File: src/rtl/sayac_izleyici.sv
// ============================================================================
// Module   : sayac_izleyici
// Purpose  : Watches an upstream alternating up/down counter during a busy
//            run and checks every step against the value predicted from the
//            previous sample, the captured step amount and the direction.
//            It reports the step count, a sticky error flag, the index of the
//            first bad step, the last sample, the number of ready cycles seen
//            while busy, and a one-cycle end-of-run pulse.
// Ports    : saat          - clock, rising edge
//            reset         - synchronous active-high reset
//            giris_sonuc   - counter value sample (8)
//            giris_mesgul  - counter busy flag
//            giris_hazir   - counter ready/limit flag
//            giris_miktar  - counter step amount (3)
//            giris_yon     - counter direction, 1 = up
//            adim_sayisi   - checked steps in current/last run, saturating (8)
//            hata          - sticky error flag for current/last run
//            hata_adim     - step index of first mismatch, 0 if none (8)
//            son_deger     - last sample taken while busy (8)
//            hazir_sayisi  - busy cycles with ready set, saturating (4)
//            tamam         - one-cycle end-of-run pulse
// Revision : 1.0 - initial release
// ============================================================================
`default_nettype none

module sayac_izleyici (
  input  logic       saat,
  input  logic       reset,
  input  logic [7:0] giris_sonuc,
  input  logic       giris_mesgul,
  input  logic       giris_hazir,
  input  logic [2:0] giris_miktar,
  input  logic       giris_yon,
  output logic [7:0] adim_sayisi,
  output logic       hata,
  output logic [7:0] hata_adim,
  output logic [7:0] son_deger,
  output logic [3:0] hazir_sayisi,
  output logic       tamam
);

  typedef enum logic [1:0] {
    BOS   = 2'd0,
    IZLE  = 2'd1,
    BITTI = 2'd2
  } durum_t;

  // Phase of the alternating counter: the big step (amount) and the small
  // corrective step (one unit the other way) alternate.
  localparam logic BUYUK = 1'b0;
  localparam logic KUCUK = 1'b1;

  durum_t     durum;
  logic       faz;
  logic [7:0] taban;
  logic [2:0] miktar_k;
  logic       yon_k;

  logic [7:0] miktar_gen;
  logic [7:0] beklenen;
  logic [7:0] adim_art;
  logic [3:0] hazir_art;
  logic       uyumsuz;

  assign miktar_gen = {5'd0, miktar_k};

  // Predicted sample for this cycle; 8-bit arithmetic wraps naturally, so a
  // counter passing through 255/0 is not flagged.
  always_comb begin
    beklenen = taban;
    if (faz == BUYUK) begin
      beklenen = yon_k ? (taban + miktar_gen) : (taban - miktar_gen);
    end else begin
      beklenen = yon_k ? (taban - 8'd1) : (taban + 8'd1);
    end
  end

  assign adim_art  = (adim_sayisi == 8'hFF) ? adim_sayisi : (adim_sayisi + 8'd1);
  assign hazir_art = (hazir_sayisi == 4'hF) ? hazir_sayisi : (hazir_sayisi + 4'd1);

  // A changed step amount or direction mid-run is as much an error as a
  // wrong value.
  assign uyumsuz = (giris_sonuc != beklenen) ||
                   (giris_miktar != miktar_k) ||
                   (giris_yon != yon_k);

  always_ff @(posedge saat) begin
    if (reset) begin
      durum        <= BOS;
      faz          <= BUYUK;
      taban        <= 8'd0;
      miktar_k     <= 3'd0;
      yon_k        <= 1'b0;
      adim_sayisi  <= 8'd0;
      hata         <= 1'b0;
      hata_adim    <= 8'd0;
      son_deger    <= 8'd0;
      hazir_sayisi <= 4'd0;
      tamam        <= 1'b0;
    end else begin
      case (durum)
        BOS, BITTI: begin
          tamam <= 1'b0;
          if (giris_mesgul) begin
            // Run start: the first busy sample is the reference, not a step.
            durum        <= IZLE;
            faz          <= BUYUK;
            taban        <= giris_sonuc;
            son_deger    <= giris_sonuc;
            miktar_k     <= giris_miktar;
            yon_k        <= giris_yon;
            adim_sayisi  <= 8'd0;
            hata         <= 1'b0;
            hata_adim    <= 8'd0;
            hazir_sayisi <= {3'd0, giris_hazir};
          end else begin
            durum <= BOS;
          end
        end

        IZLE: begin
          if (giris_mesgul) begin
            adim_sayisi <= adim_art;
            // Always resync to the real sample so one bad step does not
            // cascade into a mismatch on every later step.
            taban       <= giris_sonuc;
            son_deger   <= giris_sonuc;
            if (giris_hazir) begin
              hazir_sayisi <= hazir_art;
            end
            if (miktar_k > 3'd1) begin
              faz <= ~faz;
            end else begin
              faz <= BUYUK;
            end
            if (uyumsuz) begin
              hata <= 1'b1;
              if (!hata) begin
                hata_adim <= adim_art;
              end
            end
          end else begin
            durum <= BITTI;
            tamam <= 1'b1;
          end
        end

        default: begin
          durum <= BOS;
          tamam <= 1'b0;
        end
      endcase
    end
  end

endmodule

`default_nettype wire

File: config.mk
export PLATFORM = sky130hd
export DESIGN_NAME = sayac_izleyici
export DESIGN_NICKNAME = d
export VERILOG_FILES = /design/src/rtl/sayac_izleyici.sv
export SDC_FILE = /design/constraint.sdc
export NUM_CORES = 1
export LEC_CHECK = 0
export CAP_MARGIN = 20
export CORE_UTILIZATION = 47
export DETAILED_ROUTE_END_ITERATION = 12
export GPL_ROUTABILITY_DRIVEN = 0
export PLACE_DENSITY = 0.77
export SLEW_MARGIN = 10
export SYNTH_ARGS = -nofsm -noshare
export SYNTH_HDL_FRONTEND = slang
export SYNTH_SLANG_ARGS = --single-unit
File: constraint.sdc
create_clock -name saat -period 3.3 [get_ports saat]
set_input_delay 0.33 -clock saat [delete_from_list [all_inputs] [get_ports saat]]
set_output_delay 0.33 -clock saat [all_outputs]
set_load 0.02 [all_outputs]
==> metrics, run 1 <==
FF-to-FF path depth 14; clock skew 3.81 ps; unique cell type count in the Yosys netlist 51; via count 2,364; Cell Pwr Density 406 mW/mm2; largest net degree at the start of global routing 36; number of synthesized register bits 37; syn nets 337; Hold EP tamam; DRC Markers 0; Crit Path Max Fanout 5; diodes inserted 0; CP Launch Type register; worst hold stages 2; FFs w/ async S/R, synth 0%; Netlist Area Pre-Place approximately 0.0024 mm2; share of cells above drive strength 1 14.4%; number of I/O pins 46; Antenna Nets Post-Route 0; final setup violating endpoints 0; register area share after synthesis 31.2%; non-filler cells, final 427; fill cell count approximately 410; Die Span Y approximately 73 um; Slew @ Worst Pin 768 ps; Sw Ratio 35.2%; final worst slack about 33 ps; Reg clk slew, reported paths around 80 ps; critical path class reg -> reg; cell row count 25; critical path arrival between 3000 and 4000 ps; pre-CTS setup slack -220 ps; dpl hpwl between 4000 and 5000 um; vias in the first global route approximately 2,200; Achievable Freq 0.306 GHz; max-cap violation count 0; global route overflow 0; clock power share around a quarter; RSZ-0062 raised after global routing true; Worst R2R Start miktar_k[0]; drt wl/cell 14.8 um; sw power 456 uW; DR pass1 iterations 4; CTS tree done; Core ar. 0.00479 mm2; outcome finished clean; most common cell after layout, fill and taps aside clkdlybuf4s50_1; Die Span X roughly 73 um; layout net count 388; sequential share of power between 30% and 40%; Vias/cell 5.54; synth warn 0; number of enable flip-flop cells after synthesis 0; Clock Root Buffer clkbuf_8; placed cell count 414; Tot GR Track Use 24.3%; endpoints failing hold 0; Internal 840 uW; Post-Synthesis Cells ~310; wirelength, routed 6310 um; leakage dissipation 0.00114 uW; Hold Crit Start tamam; Post-synth top flop dfxtp_1; Sinks on Clock Net 37; Num CTS Buffers 5; Peak supply drop 301 uV; crit path time final 3270 ps; Slew Viols, Final 0; initial core utilization roughly 50%; slew margin rel. 48.7%; highest-count cells in the layout ignoring fill and taps clkdlybuf4s50_1 (45), nand2_1 (37), dfxtp_1 (35); initial antenna violation count 0; CTS Buffer Depth 2; terminus of the critical flop-to-flop path hata; Setup crit end kind register; syn_area_per_cell 7.70 um2; IO buf count 45; H-tree Lvls 2; die area between 0.005 and 0.006 mm2; r2r setup slk 30 ps; CP Data Required Time 3460 ps; Final Util 66.7%; Comb power frac 37.4%; Area Overhead vs Synth 34.7%; first-pass GRT wire length around 10000 um; Tcrit/Tclk final between 90% and 100%; kind of path behind the tightest hold check reg -> reg; clock latency on the worst-skew pair 300 ps; initial drt markers between 100 and 150
## final cells by class
| type | count | area [um2] | share of cell area, % |
|---|---|---|---|
| Tap cell | 67 | 83.8 | 2.62 |
| Timing Repair Buffer | 60 | 563 | 17.6 |
| Clock inverter | 3 | 21.3 | 0.666 |
| Inverter | 8 | 32.5 | 1.02 |
| Sequential cell | 37 | 743 | 23.3 |
| Multi-Input combinational cell | 247 | 1680 | 52.6 |
| Clock buffer | 5 | 68.8 | 2.15 |
## worst max path at each step
stage,start,end,cells past startpoint
final,miktar_k[0],hata,14
after global routing,miktar_k[0],hata_adim[4],15
after CTS,miktar_k[0],hata_adim[4],15
after detailed placement,miktar_k[1],hata_adim[2],14
after global placement,miktar_k[1],hata_adim[2],14
after floorplan,miktar_k[0],hata_adim[3],16
## through the flow
step	total power, uW	area, um2	hold slack (ps)	TNS (ps)
after global routing	1360	3190	470	-644
after CTS	1220	3070	459	0
after floorplan	773	2430	402	-0.635
final	1300	3190	453	0
after global placement	872	2960	435	-1500
after detailed placement	881	2960	444	-1660
## kinds of logic after synthesis
logic type,Yosys count,share of synthesized area [%]
simple gates,132,27.7
compound gates,72,17.9
flops,37,31.2
xor+xnor,26,9.60
buf+inv,24,4.64
fa+ha+maj,13,7.17
mux,4,1.74
## registers in the layout, indices dropped and copies added (netlist names), 2 cells and up
signal / count
adim_sayisi: 8
hata_adim: 8
taban: 8
hazir_sayisi: 4
miktar_k: 3
durum: 2
## power groups by stage
stage	combinational [uW]	sequential, uW	clock, uW
floorplan	280	492	0
global placement	388	484	0
detailed placement	397	485	0
CTS	408	474	339
global route	527	477	360
finish	485	475	336
## synth_stat cells (2+ instances only)
master | number | area, um2
and3_1 | 3 | 18.8
o21ai_1 | 4 | 20.0
nor3_1 | 8 | 40.0
clkbuf_1 | 11 | 41.3
and2_1 | 4 | 25.0
a31oi_1 | 2 | 12.5
or3_1 | 3 | 18.8
buf_6 | 2 | 22.5
nor2_1 | 29 | 109
ha_1 | 12 | 150
inv_1 | 8 | 30.0
dfxtp_1 | 37 | 741
nand2_1 | 38 | 143
a2111oi_0 | 2 | 17.5
nand3_1 | 11 | 55.1
nor2b_1 | 3 | 18.8
nand3b_1 | 2 | 15.0
xor2_1 | 13 | 114
a311o_1 | 2 | 20.0
nand4_1 | 5 | 31.3
o211ai_1 | 2 | 15.0
a21oi_1 | 35 | 175
mux2i_1 | 3 | 30.0
a21o_1 | 2 | 15.0
a21o_2 | 2 | 17.5
xnor2_1 | 13 | 114
nand2b_1 | 11 | 68.8
or4_1 | 4 | 30.0
o21ai_0 | 15 | 75.1
## critical path: stages, from the launching register on
cell and delay (ps):
dfxtp_2 350, inv_4 40, ha_4 160, ha_4 220, or3b_4 370, and2_4 160
o21ai_4 140, ha_4 240, xor2_4 230, nor2_4 60, a2111oi_4 380, and4_4 290
nand4_1 190, a21oi_1 210, nor3_1 70
## repair_timing
item / CTS / global route
pin swaps: 5 / 13
hold buffers: 0 / 0
resized for setup: 5 / 19
endpoints found under the setup margin: 9 / 9
setup buffers: 0 / 5
## layer usage
metal	GRT usage (%)	vias up	part of all wire, %
met5	0	-	0
met3	3.87	9	5.8
met1	30.5	1113	43
met4	10.5	0	1.8
li1	-	1171	-
met2	41.0	71	49
Note: power is estimated with default switching activity, not from simulation.
==> inputs of run 2 (changes only) <==
--- a/config.mk
+++ b/config.mk
@@ -5,11 +5,11 @@
 export SDC_FILE = /design/constraint.sdc
 export NUM_CORES = 1
 export LEC_CHECK = 0
-export CAP_MARGIN = 20
-export CORE_UTILIZATION = 47
+export CAP_MARGIN = 25
+export CORE_UTILIZATION = 30
 export DETAILED_ROUTE_END_ITERATION = 12
 export GPL_ROUTABILITY_DRIVEN = 0
-export PLACE_DENSITY = 0.77
+export PLACE_DENSITY = 0.54
 export SLEW_MARGIN = 10
 export SYNTH_ARGS = -nofsm -noshare
 export SYNTH_HDL_FRONTEND = slang
==> run 2 against run 1 <==
Sequential share of layout area decreased by 0.66 points. Largest cell class unchanged. Sequential power barely moved. First-iteration DRC count fell by 28%.
==> metrics, run 2 (synthesized netlist as in run 1, its figures left out) <==
Cell Pwr Density 419 mW/mm2; hold slack 453 ps; r2r setup slk ~65 ps; hold buffer count at CTS 0; clock skew around 5.5 ps; Worst R2R Start miktar_k[0]; clock power share 30.8%; initial core utilization 30.9%; Internal 944 uW; wirelength, routed 6400 um; worst hold stages 2; Crit Path Max Fanout 6; Reg area 743 um2; diodes inserted 0; Die Span Y 90.9 um; Slew Viols, Final 0; kind of path behind the tightest hold check reg -> reg; share of cells above drive strength 1 17.5%; Core ar. 0.00769 mm2; placed cell area 0.00303 mm2; worst path cell trace inv_4 -> ha_4 -> ha_4 -> or3b_4 -> and2_4 -> o21ai_4 -> ha_4 -> xor2_2 -> buf_4 -> nor2_2 -> a31oi_1 -> and4_2 -> and4_4 -> or4_4 -> o21ai_1; die area 0.00827 mm2; layout net count just under 400; Die Span X 90.9 um; Slew @ Worst Pin 782 ps; CTS Buffer Depth 2; endpoints failing hold 0; vias in the first global route 2,201; Reg clk slew, reported paths 80 ps; Antenna Nets Post-Route 0; Tot GR Track Use between 10% and 20%; Achievable Freq 0.309 GHz; sequential share of power 34.5%; slew margin rel. 47.8%; terminus of the critical flop-to-flop path hata_adim[3]; highest-count cells in the layout ignoring fill and taps clkdlybuf4s50_1 (45), nand2_1 (37), dfxtp_1 (35); leakage dissipation 0.00116 uW; Tcrit/Tclk final about 100%; H-tree Lvls 2; critical path class reg -> reg; Sw Ratio 31.5%; final setup violating endpoints 0; CTS tree done; FF-to-FF path depth 15; fill cell count 808; largest net degree at the start of global routing 37; met3 usage 1.60%; clock latency on the worst-skew pair 290 ps; cell row count 32; top flop regs adim_sayisi: 8 flops, hata_adim: 8 flops, taban: 8 flops; area occupied by multi-input gates 0.00169 mm2; TNS Setup 0 ps; number of I/O pins 46; first-pass GRT wire length 10,300 um; crit path time final 3230 ps; Clock Root Buffer clkbuf_8; initial drt markers 92; RSZ-0062 raised after global routing true; grt met1 use between 10% and 20%; Peak supply drop 192 uV; overall power 1380 uW; DRC Markers 0; most common cell after layout, fill and taps aside clkdlybuf4s50_1; via count 2,296; max incr delay on CP 510 ps; max-cap violation count 0; Sinks on Clock Net 37; IO buf count 45; Setup crit end kind register; most used cell, CP ha_4; DR pass1 iterations 4; dpl hpwl 4510 um; initial antenna violation count 0; Final Instance Area 0.00329 mm2; met2 usage between 20 and 30%; Hold EP tamam; GRT Max-Usage Layer met2; Vias/cell 4.96; drt wl/cell 13.8 um; CP Data Required Time 3530 ps; sw power 434 uW; global route overflow 0; Hold Crit Start tamam; Area Overhead vs Synth 38.6%; Num CTS Buffers 5; slowest CP cell or4_4; Comb power frac 34.8%; CP Launch Type register; outcome finished clean; critical path arrival 3460 ps
==> run 2: what timing repair did <==
| item | CTS | global route |
|---|---|---|
| buffers inserted | 0 | 3 |
| cloned | 0 | 0 |
| gates resized for setup | 4 | 25 |
| pin swaps | 3 | 10 |
| setup endpoints to repair | 9 | 9 |
==> run 2: worst max-delay path by stage <==
stage / from / to / slack [ps] / cells after the start
after global routing: miktar_k[0] / hata_adim[6] / -50 / 15
after floorplan: miktar_k[0] / hata_adim[3] / -0.3 / 16
final: miktar_k[0] / hata_adim[3] / 70 / 15
after CTS: miktar_k[1] / hata_adim[6] / 10 / 15
after global placement: miktar_k[1] / hata_adim[6] / -230 / 15
after detailed placement: miktar_k[1] / hata_adim[6] / -160 / 15
==> run 2: worst max-delay path: cells and delay by family, from the launching register on <==
kind | cells | cell delay [ps]
buf+inv | 2 | 180
simple gates | 6 | 1610
xor+xnor | 1 | 150
fa+ha+maj | 3 | 600
flops | 1 | 360
compound gates | 3 | 270
==> run 2: cell type report <==
class                      count  area share, %
clock buffer                   6           2.51
sequential                    37           22.6
tap                          102           3.88
multi-input combinational    247           51.5
clock inverter                 2           1.14
inverter                       8          0.990
timing repair buffer          61           17.4
==> run 2: power groups by stage <==
stage,clock [uW],combinational (uW),sequential (uW)
after floorplan,0,280,492
after global routing,457,524,478
final,424,479,475
after CTS,443,412,474
after detailed placement,0,403,485
after global placement,0,402,485
==> run 2: stage by stage <==
step	std cells	setup WS [ps]	util [%]
2_1_floorplan	308	-0.318	-
3_3_place_gp	452	-231	39.4
3_5_place_dp	452	-156	39.4
4_1_cts	460	13.7	41.1
5_1_grt	463	-46.2	42.8
6_report	463	65.4	42.8
==> run 2: per-layer routing <==
layer / routed length (um) / part of all wire, % / vias to the layer above
met2: 3190 / 50 / 33
met5: 0 / 0 / -
met3: 133 / 2.1 / 11
met1: 3000 / 47 / 1077
li1: - / - / 1175
met4: 80 / 1.3 / 0
==> inputs of run 3 (changes only) <==
--- a/config.mk
+++ b/config.mk
@@ -6,10 +6,10 @@
 export NUM_CORES = 1
 export LEC_CHECK = 0
 export CAP_MARGIN = 25
-export CORE_UTILIZATION = 30
+export CORE_UTILIZATION = 40
 export DETAILED_ROUTE_END_ITERATION = 12
 export GPL_ROUTABILITY_DRIVEN = 0
-export PLACE_DENSITY = 0.54
+export PLACE_DENSITY = 0.68
 export SLEW_MARGIN = 10
 export SYNTH_ARGS = -nofsm -noshare
 export SYNTH_HDL_FRONTEND = slang
==> run 3 against run 2 <==
Sequential share of layout area is 0.44 points higher. Count of clock-buffer cells in the layout is 1 lower. Critical endpoint is now hata_adim[5]. Total power is 6.3% lower. Largest power group unchanged. Hold slack worse by 2.7 ps. Die area is 24% lower. Clock power is 22% lower.
==> metrics, run 3 (synthesized netlist as in run 1, its figures left out) <==
max-cap violation count 0; critical path class reg -> reg; share of cells above drive strength 1 16.8%; initial core utilization 42.3%; CP Launch Type register; hold buffer count at CTS 0; final setup violating endpoints 0; first-pass GRT wire length 9960 um; DRC Markers 0; top flop regs adim_sayisi: 8 flops, hata_adim: 8 flops, taban: 8 flops; Antenna Nets Post-Route 0; Peak supply drop between 200 and 300 uV; non-filler cells, final 430; RSZ-0062 raised after global routing true; Setup crit end kind register; leakage dissipation 0.00115 uW; WL met3 238 um; worst path cell trace inv_4 -> ha_4 -> ha_4 -> or2b_1 -> nand3_2 -> a21o_2 -> nand2_2 -> ha_4 -> xor2_4 -> or3_1 -> o32ai_1 -> a311o_1 -> and4_4 -> or4_4 -> o21ai_1; FF-to-FF path depth 15; clock latency on the worst-skew pair 300 ps; Die Span Y 79.0 um; die area 0.00624 mm2; dpl hpwl 4270 um; Vias/cell 5.34; r2r setup slk 30 ps; most used cell, CP ha_4; Clock Root Buffer clkbuf_8; Worst R2R Start miktar_k[0]; Reg clk slew, reported paths ~80 ps; CTS Buffer Depth 2; terminus of the critical flop-to-flop path hata_adim[5]; layout net count 386; outcome finished clean; most common cell after layout, fill and taps aside clkdlybuf4s50_1; largest net degree at the start of global routing 36; Achievable Freq 0.306 GHz; drt wl/cell 14.5 um; Cell Pwr Density ~400 mW/mm2; Sinks on Clock Net 37; initial antenna violation count 0; overall power 1290 uW; critical path arrival around 3500 ps; cell row count 27; highest-count cells in the layout ignoring fill and taps clkdlybuf4s50_1 (45), nand2_1 (37), dfxtp_1 (35); Metal-1 WL 2930 um; Die Span X 79.0 um; CP Data Required Time 3530 ps; Hold EP tamam; Area Overhead vs Synth 35.9%; vias in the first global route about 2,200; placed cell count 419; Num CTS Buffers 5; Top Layer Used met4; Crit Path Max Fanout 8; worst hold stages 2; DR pass1 iterations 4; hold slack 451 ps; Hold Crit Start tamam; slew margin rel. 48.2%; diodes inserted 0; slowest CP cell or4_4; Tot GR Track Use between 20% and 30%; Slew Viols, Final 0; IO buf count 45; TNS Setup 0 ps; clock skew 10.4 ps; global route overflow 0; via count 2,296; wirelength, routed 6220 um; number of I/O pins 46; Slew @ Worst Pin between 700 and 800 ps; initial drt markers 87; fill cell count 566; max incr delay on CP 470 ps; wire length on met2 ~3000 um; endpoints failing hold 0; H-tree Lvls 2; CTS tree done; crit path time final 3270 ps; Core ar. 0.00561 mm2; Tcrit/Tclk final 99.0%; Final Util 57.5%; kind of path behind the tightest hold check reg -> reg
[run 3: metrics by stage]
stage	cell area (um2)	worst slack (ps)
after floorplan	2430	-0.318
after global placement	2970	-251
after detailed placement	2970	-220
after CTS	3100	8.97
after global routing	3220	-82.0
final	3220	33.5
[run 3: layout make-up]
type | instances | area, um2 | area share, %
multi-input cells | 247 | 1720 | 53.5
flip-flops and latches | 37 | 743 | 23.1
repair buffers | 58 | 548 | 17.0
well taps | 72 | 90.1 | 2.79
clock buffers | 5 | 68.8 | 2.13
inverters | 8 | 32.5 | 1.01
clock inverters | 3 | 17.5 | 0.543
[run 3: worst max-delay path by stage]
stage / from / end / depth (start not counted)
floorplan: miktar_k[0] / hata_adim[3] / 16
global placement: miktar_k[1] / hata_adim[2] / 14
detailed placement: miktar_k[1] / hata_adim[2] / 14
CTS: miktar_k[1] / hata_adim[4] / 15
global route: miktar_k[0] / hata_adim[5] / 15
finish: miktar_k[0] / hata_adim[5] / 15
[run 3: report_power, final]
group          total, uW  internal (uW)  leakage [uW]  switching (uW)
clock network        330            146     0.0000439             183
registers            475            460      0.000302            15.6
logic                487            235      0.000802             252
total               1290            841       0.00115             451
[run 3: critical path, delay by kind of cell (launching register included)]
| kind | cells | cell delay, ps |
|---|---|---|
| adder cells (fa/ha/maj) | 3 | 760 |
| XOR/XNOR | 1 | 180 |
| buffers and inverters | 1 | 50 |
| AO/OA/AOI/OAI | 4 | 630 |
| AND/OR/NAND/NOR | 6 | 1230 |
| flip-flops | 1 | 360 |
[run 3: metal layers]
metal / up-vias / global-route usage (%)
li1: 1175 / -
met1: 1062 / 26.3
met2: 53 / 33.6
met3: 6 / 3.45
met4: 0 / 7.09
met5: - / 0
[run 3: what timing repair did]
item	4_1_cts	5_1_grt
resized for setup	8	24
buffers inserted	1	2
pin swaps	6	18
cloned	0	0
setup endpoints to repair	9	9
